--- config.mk ---
export PLATFORM = sky130hd
export DESIGN_NAME = instr_fetch_unit
export DESIGN_NICKNAME = d
export VERILOG_FILES = /design/src/rtl/fetch_pkg.sv /design/src/rtl/fetch_buf.sv /design/src/rtl/instr_fetch_unit.sv
export SDC_FILE = /design/constraint.sdc
export NUM_CORES = 1
export LEC_CHECK = 0
export ABC_CLOCK_PERIOD_IN_PS = 5200
export BUFFER_PORTS_ARGS = -buffer_cell sky130_fd_sc_hd__buf_2
export CAP_MARGIN = 20
export CORE_MARGIN = 10
export CORE_UTILIZATION = 58
export CTS_BUF_LIST = sky130_fd_sc_hd__clkbuf_4 sky130_fd_sc_hd__clkbuf_8
export DETAILED_ROUTE_END_ITERATION = 10
export GPL_ROUTABILITY_DRIVEN = 1
export PLACE_DENSITY_LB_ADDON = 0.3
export SYNTH_ARGS = -nofsm -noshare
export SYNTH_HDL_FRONTEND = slang
export SYNTH_SLANG_ARGS = --single-unit
--- constraint.sdc ---
create_clock -name clk_i -period 5.2 [get_ports clk_i]
set_input_delay 0.52 -clock clk_i [delete_from_list [all_inputs] [get_ports clk_i]]
set_output_delay 0.52 -clock clk_i [all_outputs]
set_load 0.01 [all_outputs]
--- src/rtl/fetch_pkg.sv ---
`default_nettype none
// ============================================================================
//  Module      : fetch_pkg
//  Description : Shared widths, reset default and FSM encoding for the
//                instruction fetch unit.
//  Revision    : 1.0 - initial release
// ============================================================================
package fetch_pkg;

    localparam int INSTR_W = 32;
    localparam int ADDR_W  = 32;
    localparam int ENTRY_W = ADDR_W + INSTR_W;

    localparam logic [ADDR_W-1:0] DEFAULT_RESET_PC = 32'h0000_0000;

    typedef enum logic [1:0] {
        BOOT  = 2'd0,
        RUN   = 2'd1,
        DRAIN = 2'd2
    } fetch_state_e;

    // Clears the byte-offset bits so every fetch address is word aligned.
    function automatic logic [ADDR_W-1:0] word_align(input logic [ADDR_W-1:0] addr);
        return addr & ~ADDR_W'(3);
    endfunction

endpackage
`default_nettype wire

--- src/rtl/fetch_buf.sv ---
`default_nettype none
// ============================================================================
//  Module      : fetch_buf
//  Description : Synchronous FIFO holding returned {pc, instr} entries until
//                decode consumes them. Flush empties it in one cycle.
//  Revision    : 1.0 - initial release
// ============================================================================
module fetch_buf #(
    parameter int  DEPTH = 2,
    parameter int  WIDTH = 64,
    localparam int AW    = $clog2(DEPTH),
    localparam int CW    = AW + 1
) (
    input  logic             clk_i,
    input  logic             rst_i,
    input  logic             push_i,
    input  logic [WIDTH-1:0] data_i,
    input  logic             pop_i,
    input  logic             flush_i,
    output logic [WIDTH-1:0] data_o,
    output logic             full_o,
    output logic             empty_o,
    output logic [CW-1:0]    count_o
);

    localparam logic [CW-1:0] c_DEPTH = CW'(DEPTH);

    logic [WIDTH-1:0] mem_q [DEPTH];
    logic [AW-1:0]    wptr_q;
    logic [AW-1:0]    rptr_q;
    logic [CW-1:0]    count_q;
    logic             w_pop;
    logic             w_push;

    assign empty_o = (count_q == '0);
    assign full_o  = (count_q == c_DEPTH);
    assign count_o = count_q;
    assign data_o  = mem_q[rptr_q];

    // A push into a full buffer is legal only when the head leaves the same cycle.
    assign w_pop  = pop_i && !empty_o;
    assign w_push = push_i && !flush_i && (!full_o || w_pop);

    // Pointer and occupancy bookkeeping; flush discards everything at once.
    always_ff @(posedge clk_i or posedge rst_i) begin
        if (rst_i) begin
            wptr_q  <= '0;
            rptr_q  <= '0;
            count_q <= '0;
        end else if (flush_i) begin
            wptr_q  <= '0;
            rptr_q  <= '0;
            count_q <= '0;
        end else begin
            if (w_push) wptr_q <= wptr_q + AW'(1);
            if (w_pop)  rptr_q <= rptr_q + AW'(1);
            count_q <= count_q + CW'(w_push) - CW'(w_pop);
        end
    end

    // Entry storage; contents are only meaningful where count says so.
    always_ff @(posedge clk_i) begin
        if (w_push) mem_q[wptr_q] <= data_i;
    end

endmodule
`default_nettype wire

--- src/rtl/instr_fetch_unit.sv ---
`default_nettype none
// ============================================================================
//  Module      : instr_fetch_unit
//  Description : Owns the PC, issues in-order instruction memory requests,
//                buffers responses for decode and squashes wrong-path fetches
//                on a redirect from execute.
//  Revision    : 1.0 - initial release
// ============================================================================
module instr_fetch_unit
    import fetch_pkg::*;
#(
    parameter logic [ADDR_W-1:0] RESET_PC  = DEFAULT_RESET_PC,
    parameter int                BUF_DEPTH = 2
) (
    input  logic               clk_i,
    input  logic               rst_i,
    output logic               imem_req_o,
    output logic [ADDR_W-1:0]  imem_addr_o,
    input  logic               imem_gnt_i,
    input  logic               imem_rvalid_i,
    input  logic [INSTR_W-1:0] imem_rdata_i,
    output logic               instr_valid_o,
    output logic [INSTR_W-1:0] instr_o,
    output logic [ADDR_W-1:0]  instr_pc_o,
    input  logic               instr_ready_i,
    input  logic               redirect_i,
    input  logic [ADDR_W-1:0]  redirect_pc_i
);

    localparam int                AW          = $clog2(BUF_DEPTH);
    localparam int                CW          = AW + 1;
    localparam logic [CW:0]       c_DEPTH_EXT = (CW+1)'(BUF_DEPTH);
    localparam logic [ADDR_W-1:0] c_PC_STEP   = ADDR_W'(4);

    fetch_state_e       state_q, state_d;
    logic [ADDR_W-1:0]  pc_q, pc_d;
    logic [CW-1:0]      out_q;
    logic [ADDR_W-1:0]  ifq_q [BUF_DEPTH];
    logic [AW-1:0]      ifq_wptr_q;
    logic [AW-1:0]      ifq_rptr_q;

    logic               w_req;
    logic               w_issue;
    logic               w_rsp;
    logic               w_pop;
    logic               w_push;
    logic               w_flush;
    logic [CW-1:0]      w_out_next;
    logic [CW:0]        w_credit;
    logic [ADDR_W-1:0]  w_target;
    logic               w_buf_full;
    logic               w_buf_empty;
    logic [CW-1:0]      w_buf_count;
    logic [ENTRY_W-1:0] w_buf_head;

    assign w_target = word_align(redirect_pc_i);
    assign w_pop    = !w_buf_empty && instr_ready_i;

    // Every slot is either holding a word or reserved by an outstanding request;
    // a slot vacated by this cycle's pop can be reserved immediately, which keeps
    // the stream at one instruction per cycle with single-cycle memory.
    assign w_credit = {1'b0, out_q} + {1'b0, w_buf_count} - {{CW{1'b0}}, w_pop};
    assign w_req    = (state_q == RUN) && (w_credit < c_DEPTH_EXT) && !(w_buf_full && !w_pop);
    assign w_issue  = w_req && imem_gnt_i;

    // Responses with nothing outstanding belong to requests issued before reset.
    assign w_rsp      = imem_rvalid_i && (out_q != '0);
    assign w_out_next = out_q + CW'(w_issue) - CW'(w_rsp);

    // Next-state, PC and buffer control for the BOOT/RUN/DRAIN sequencing.
    always_comb begin
        state_d = state_q;
        pc_d    = pc_q;
        w_push  = 1'b0;
        w_flush = 1'b0;
        case (state_q)
            BOOT: begin
                state_d = RUN;
                if (redirect_i) pc_d = w_target;
            end
            RUN: begin
                if (w_issue) pc_d = pc_q + c_PC_STEP;
                if (redirect_i) begin
                    pc_d    = w_target;
                    w_flush = 1'b1;
                    if (w_out_next != '0) state_d = DRAIN;
                end else if (w_rsp) begin
                    w_push = 1'b1;
                end
            end
            DRAIN: begin
                if (redirect_i) pc_d = w_target;
                if (w_out_next == '0) state_d = RUN;
            end
            default: state_d = BOOT;
        endcase
    end

    // FSM state, PC and outstanding-request counter.
    always_ff @(posedge clk_i or posedge rst_i) begin
        if (rst_i) begin
            state_q <= BOOT;
            pc_q    <= RESET_PC;
            out_q   <= '0;
        end else begin
            state_q <= state_d;
            pc_q    <= pc_d;
            out_q   <= w_out_next;
        end
    end

    // In-flight PC queue pointers; kept in step with out_q in every state.
    always_ff @(posedge clk_i or posedge rst_i) begin
        if (rst_i) begin
            ifq_wptr_q <= '0;
            ifq_rptr_q <= '0;
        end else begin
            if (w_issue) ifq_wptr_q <= ifq_wptr_q + AW'(1);
            if (w_rsp)   ifq_rptr_q <= ifq_rptr_q + AW'(1);
        end
    end

    // In-flight PC storage: the address of each granted request, oldest first.
    always_ff @(posedge clk_i) begin
        if (w_issue) ifq_q[ifq_wptr_q] <= pc_q;
    end

    fetch_buf #(
        .DEPTH (BUF_DEPTH),
        .WIDTH (ENTRY_W)
    ) u_fetch_buf (
        .clk_i   (clk_i),
        .rst_i   (rst_i),
        .push_i  (w_push),
        .data_i  ({ifq_q[ifq_rptr_q], imem_rdata_i}),
        .pop_i   (w_pop),
        .flush_i (w_flush),
        .data_o  (w_buf_head),
        .full_o  (w_buf_full),
        .empty_o (w_buf_empty),
        .count_o (w_buf_count)
    );

    assign imem_req_o    = w_req;
    assign imem_addr_o   = pc_q;
    assign instr_valid_o = !w_buf_empty;
    assign instr_o       = instr_valid_o ? w_buf_head[INSTR_W-1:0]       : '0;
    assign instr_pc_o    = instr_valid_o ? w_buf_head[ENTRY_W-1:INSTR_W] : '0;

endmodule
`default_nettype wire

# Word-level counts from Yosys, hierarchy flattened
# Memory sizes are Yosys's and may differ from the RTL's.
# Index checks and enable logic that the tools add are counted.
word_totals:
  reg_bits: 42
  latchBits: 0
  mem_bits_rw: 192
  rom_bits: 0
  input_bits: 70
  out_inout_bits: 98
  word_cells: 80
  n_memories: 2
mem_list:
  columns: ["memory", "words", "width", "read_ports", "rd_ports_with_merged_regs", "wr", "line", "source"]
  rows:
  - ["u_fetch_buf.mem_q", 2, 64, 1, 0, 1, "fetch_buf.sv:28", "logic [WIDTH-1:0] mem_q [DEPTH];"]
  - ["ifq_q", 2, 32, 1, 0, 1, "instr_fetch_unit.sv:38", "logic [ADDR_W-1:0] ifq_q [BUF_DEPTH];"]
classes:
  n_addsub: 11
  n_mul: 0
  div_mod_pow: 0
  order_cmp: 1
  eq_ne: 8
  n_shift: 0
  n_mux: 24
  bitwise: 0
  reduce_logical: 26
ops:
  columns: ["cell", "n"]
  rows:
  - ["2-to-1 mux 32 bit", 5]
  - ["one-hot mux 32 bit (2 select lines)", 1]
  - ["adder 32 x 3 -> 32 bit, second input constant", 1]
  - ["2-to-1 mux 1 bit", 13]
  - ["nonzero test 2 bit", 5]
  - ["logical AND 1 bit", 9]
  - ["2-to-1 mux 2 bit", 4]
  - ["zero test 2 bit", 3]
  - ["one-hot mux 2 bit (3 select lines)", 1]
  - ["AND reduction 3 bit", 2]
  - ["zero test 1 bit", 5]
  - ["adder 1 bit, second input constant", 4]
  - ["adder 2 x 1 -> 2 bit", 2]
  - ["== test 2 bit, second input constant", 2]
  - ["!= test 2 x 1 -> 1 bit, second input constant", 2]
  - ["!= test 2 bit, second input constant", 2]
  - ["subtractor 2 x 1 -> 2 bit", 2]
  - ["adder 2 x 2 -> 3 bit", 1]
  - ["< comparator 3 x 2 -> 1 bit, second input constant", 1]
  - ["!= test 3 bit, second input constant", 1]
  - ["subtractor 3 x 1 -> 3 bit", 1]
  - ["== test 2 x 1 -> 1 bit, second input constant", 1]
  - ["OR reduction 2 bit", 1]
  - ["logical OR 1 bit", 1]

# Longest topological paths before layout
depth:
  word_depth: 14
  ltp_mapped: 16

# Modules after synthesis
# From an unflattened synthesis, not the netlist that was laid out.
hier_totals:
  hier_cells: 661
  area_unflattened_um2: 9795.6
modules_own_cells:
  columns: ["module", "instances", "cells_each", "area_each_um2", "seq_area_each_um2"]
  rows:
  - ["instr_fetch_unit", 1, 437, 4949.7, 2702.6]
  - ["fetch_buf", 1, 224, 4845.9, 3943.8]

# Least setup slack after synthesis
# OpenSTA, ideal clock, no wires.
synth_timing:
  path_type: "input-to-reg"
  from: "input redirect_i"
  to: "memory u_fetch_buf.mem_q[0][0] (enable)"
  setup_ns: 0.490
  arrival_ns: 3.985
  required_time_ns: 4.710
  slack_ns: 0.725
  stages: 4
  cell_sequence: "nand2b_1 > clkbuf_1 > nor4_2 > nor2b_1"
synth_between:
  elab_chain_cells: 7
  word_cells_on_any_way: 9
synth_lines:
  columns: ["item", "line", "source"]
  rows:
  - ["start, declared", "instr_fetch_unit.sv:26", "input logic redirect_i,"]
  - ["2-to-1 mux 1 bit", "instr_fetch_unit.sv:83", "if (redirect_i) begin"]
  - ["2-to-1 mux 1 bit", "instr_fetch_unit.sv:76", "case (state_q)"]
  - ["zero test 1 bit", "fetch_buf.sv:42", "assign w_push = push_i && !flush_i && (!full_o || w_pop);"]
  - ["logical AND 1 bit (*) (2 in a row)", "fetch_buf.sv:42", null]
  - ["2-to-1 mux 1 bit (*)", "fetch_buf.sv:63", "if (w_push) mem_q[wptr_q] <= data_i;"]
  - ["2-to-1 mux 1 bit (implied by the code) (*)", "fetch_buf.sv:63", null]
  - ["end, declared", "fetch_buf.sv:28", null]
# Mark *: on every way between the ends. The rest lies on a longest branch, timed or not.

# Worst setup path after layout
layout_timing:
  from: "register u_fetch_buf.count_q[1] (netlist: u_fetch_buf.count_o[1])"
  to: "register state_q[0]"
layout_between:
  elab_chain_cells: 13
  word_cells_on_any_way: 20
layout_lines:
  columns: ["item", "line", "source"]
  rows:
  - ["start, declared", "fetch_buf.sv:31", "logic [CW-1:0] count_q;"]
  - ["start signal, assigned", "fetch_buf.sv:57", "count_q <= count_q + CW'(w_push) - CW'(w_pop);"]
  - ["branches (longest 6 deep; another with adder 2 x 2 -> 3 bit)", null, null]
  - ["logical AND 1 bit (*)", "instr_fetch_unit.sv:63", "assign w_req = (state_q == RUN) && (w_credit < c_DEPTH_EXT) && !(w_buf_full && !w_pop);"]
  - ["logical AND 1 bit (*)", "instr_fetch_unit.sv:64", "assign w_issue = w_req && imem_gnt_i;"]
  - ["adder 2 x 1 -> 2 bit (*)", "instr_fetch_unit.sv:68", "assign w_out_next = out_q + CW'(w_issue) - CW'(w_rsp);"]
  - ["subtractor 2 x 1 -> 2 bit (*)", "instr_fetch_unit.sv:68", null]
  - ["via w_out_next[1]", "instr_fetch_unit.sv:48", "logic [CW-1:0] w_out_next;"]
  - ["zero test 2 bit or nonzero test 2 bit (tied branches)", "instr_fetch_unit.sv:93, instr_fetch_unit.sv:86", null]
  - ["!= test 2 bit (no source line) or != test 2 x 1 -> 1 bit (tied branches)", null, null]
  - ["AND reduction 3 bit (no source line) (*)", null, null]
  - ["end signal, assigned", "instr_fetch_unit.sv:106", "state_q <= state_d;"]
  - ["end, declared", "instr_fetch_unit.sv:35", "fetch_state_e state_q, state_d;"]
# Mark *: on every way through the listed nets, which the timed path passes.
# A chain may end at the register's enable or synchronous reset.

==> results.md <==
- Seq/Total Area, Yosys: 0.698
- Unrepaired setup endpoints after global routing: false
- Largest net degree at the start of global routing: 65
- Most frequent cell after synthesis: edfxtp_1
- Leak: 4.32 nW
- Ys Warns: 0
- # rows: 46
- Critical Path RT: 5.59 ns
- Routed wire length: 21800 µm
- Startpoint Class: register
- Crit path top cell by count: ha_1
- Antenna violations before repair: 0
- Vias in the first global route: 6405
- Syn_area_per_cell: 14.2 µm²
- Total track usage: 0.195
- Number of H-tree levels: 2
- Min-delay worst type: in2async
- Clock Skews: around 0.018 ns
- Slowest CP cell: fa_1
- CTS Buf Count: 36
- Internal power: 4.14 mW
- P_sw: 2.32 mW
- Final min period: 3.28 ns
- Diodes inserted: 0
- R2R Setup Slk: 1.92 ns
- Remaining DRCs: 0
- Switching Fraction: 0.359
- Hold-fix buffers, CTS: 0
- EDFF count, synth: about 180
- Cell count after synthesis: roughly 660
- Tcrit/Tclk final: 0.630
- DP Wirelength: about 14000 µm
- Deepest clock path buffer count: 3
- Post-CTS Resized: 0
- I/O pin cnt: 168
- Max Clock Freq: 305 MHz
- Post-CTS Setup Inserts: 0
- FF+latch count, synth: 224
- Status: finished clean
- PortBufs: 161
- Die area: ~22000 µm²
- Multi-input logic area: roughly 2700 µm²
- Reg-to-reg endpoint: state_q[0]$_DFFE_PP0P_
- Final Hold Viols: 0
- CP max stage delay: 0.51 ns
- Mapped cell area: 9350 µm²
- Post-synth cell types: 46
- Root buffer cell: clkbuf_8
- Via/cell ratio: 5.74
- FFs w/ async S/R, synth: 0.179
- CTS tree: done
- Clock network power share: 0.224
- Setup Viol. Count Final: 0
- Worst-Skew Late Latency: 0.51 ns
- Prevailing post-synth register cell: edfxtp_1
- Combinational power share: 0.343
- Setup crit end kind: register
- Post-route ant nets: 0
- Worst-path maximum fanout: 5
- R2R Path Start: u_fetch_buf.count_o[1]$_DFF_PP0_
- Final net count: 913
- Reg area: around 6500 µm²
- Pwr per Cell Area: approximately 580 nW/µm²
- Sequential Power Share: 0.433
- Relative slew slack: 0.329
- Initial core utilization: 0.591
- First-pass GRT wire length: approximately 34000 µm
- Largest area contributor in the netlist: edfxtp_1
- Top post-synthesis cells by area: edfxtp_1, dfrtp_1, mux2i_1, mux2_2, nor2_1
- Final Max Tran Viols: 0
- Fillers: 1083
- Share of the synthesized area in the top cell type: 0.591
- Fraction of layout cells with a size suffix above 1: 0.324
- Critical Path Start: u_fetch_buf.count_o[1]$_DFF_PP0_
- Vias: 6166
- Placer Congestion: 0.880
- Worst reg2reg path depth: 15
- Crit path cell chain: nor2_4, nor2b_1, ha_1, nand2b_1, fa_1, and4b_1, nand3b_1, ha_1, inv_1, ha_1, xnor2_1, xnor2_1, nor2_1, a21oi_1, a21oi_1
- Area of the core: 15800 µm²
- Sink Count: around 220
- Worst vdd ir: between 400 and 500 µV
- GRT overflow: 0
- Routed WL per cell: roughly 20 µm
- Area growth from synthesis to final layout: 19.3%
- Critical path arrival: 3.67 ns
- Synth cell count leaders: edfxtp_1, nor2_1, mux2i_1, dfrtp_1, a21oi_1
- Post-route setup TNS: 0 ns
- Die Ht: 147 µm
- MaxCap Viol Count: 0
- Hold WS: 0.139 ns
- CP endpoint: state_q[0]$_DFFE_PP0P_
- Pre-Repair DR Iteration Count: 7
- WS Path Type: reg2reg
- Clock transition at path regs: 0.06 ns
- Slew @ Worst Pin: 1.01 ns
- Die width: 147 µm
- DRT iter0 DRCs: 541
## metrics by stage
step	instance area [µm²]	worst slack, ns	utilization	total power [mW]	instances
after floorplan	9360	0.725	-	4.15	660
after global placement	10400	1.65	0.655	4.87	1009
after detailed placement	10400	1.51	0.655	4.99	1009
after CTS	11100	1.78	0.699	6.44	1070
after global routing	11200	1.73	0.705	6.81	1074
final	11200	1.92	0.705	6.46	1074
## flip-flops by register name, summed over array words and instances, names as in the netlist
name	flops
ifq_q	60
ifq_rptr_q	1
ifq_wptr_q	1
imem_addr_o	30
out_q	2
state_q	2
u_fetch_buf.count_o	2
u_fetch_buf.mem_q	124
u_fetch_buf.rptr_q	1
u_fetch_buf.wptr_q	1
## kinds of logic after synthesis
family | after synthesis | synth area share
muxes | 93 | 0.104
other | 1 | 0.000401
xor gates and xnor gates | 9 | 0.00843
buffers and inverters | 49 | 0.0221
DFF | 224 | 0.698
and+or+nand+nor | 177 | 0.0929
AOI/OAI and AO/OA | 96 | 0.0632
adders and majority gates | 8 | 0.0115
## cells in the final DEF (no fill, tap or decap), types with 3 or more instances in the layout
| master | n |
|---|---|
| a21oi_1 | 35 |
| a2bb2oi_1 | 14 |
| a31oi_1 | 3 |
| and2_1 | 3 |
| and3_1 | 5 |
| buf_2 | 161 |
| buf_4 | 9 |
| clkbuf_4 | 18 |
| clkbuf_8 | 39 |
| conb_1 | 4 |
| dfrtp_1 | 39 |
| edfxtp_1 | 184 |
| ha_1 | 7 |
| inv_1 | 12 |
| mux2_2 | 30 |
| mux2i_1 | 63 |
| nand2_1 | 27 |
| nand3_1 | 19 |
| nand4_1 | 14 |
| nor2_1 | 82 |
| nor2b_1 | 3 |
| nor3_1 | 3 |
| nor4_1 | 3 |
| o21ai_0 | 21 |
| o22ai_1 | 12 |
| xnor2_1 | 7 |
## worst min path at each step
stage	from	endpoint	slack, ns	depth (start not counted)
after floorplan	ifq_wptr_q$_DFFE_PP0P_	ifq_wptr_q$_DFFE_PP0P_	0.46	1
after global placement	ifq_wptr_q$_DFFE_PP0P_	ifq_wptr_q$_DFFE_PP0P_	0.50	1
after detailed placement	ifq_wptr_q$_DFFE_PP0P_	ifq_wptr_q$_DFFE_PP0P_	0.53	1
after CTS	rst_i	imem_addr_o[28]$_DFFE_PP0P_	0.13	3
after global routing	rst_i	imem_addr_o[24]$_DFFE_PP0P_	0.17	3
final	rst_i	imem_addr_o[23]$_DFFE_PP0P_	0.14	3
## metal layers
layer | wire, µm | GRT usage | up-vias
li1 | - | - | 2820
met1 | 8630 | 0.235 | 2978
met2 | 10800 | 0.331 | 326
met3 | 1840 | 0.0547 | 42
met4 | 526 | 0.0699 | 0
met5 | 0 | 0 | -
## power groups by stage
stage	combinational, mW	sequential (mW)	clock, mW
5_1_grt	2.41	2.84	1.56
6_report	2.21	2.80	1.45
4_1_cts	2.10	2.87	1.48
3_3_place_gp	2.01	2.86	0
3_5_place_dp	2.09	2.90	0
2_1_floorplan	1.42	2.73	0
## cell type report
| type | count | area share |
|---|---|---|
| repair buffers | 174 | 0.0859 |
| clock buffers | 57 | 0.0602 |
| well taps | 216 | 0.0242 |
| inverters | 12 | 0.00404 |
| multi-input cells | 387 | 0.238 |
| flip-flops and latches | 224 | 0.585 |
| clock inverters | 4 | 0.00202 |
## critical path: cells and delay by family, from the launching register on
kind / cells / cell delay (ns)
adder cells (fa/ha/maj): 4 / 1.32
buffers and inverters: 1 / 0.04
AND/OR/NAND/NOR: 6 / 0.83
XOR/XNOR: 2 / 0.36
AO/OA/AOI/OAI: 2 / 0.17
flip-flops: 1 / 0.45
Power figures use the tool's default switching activity.
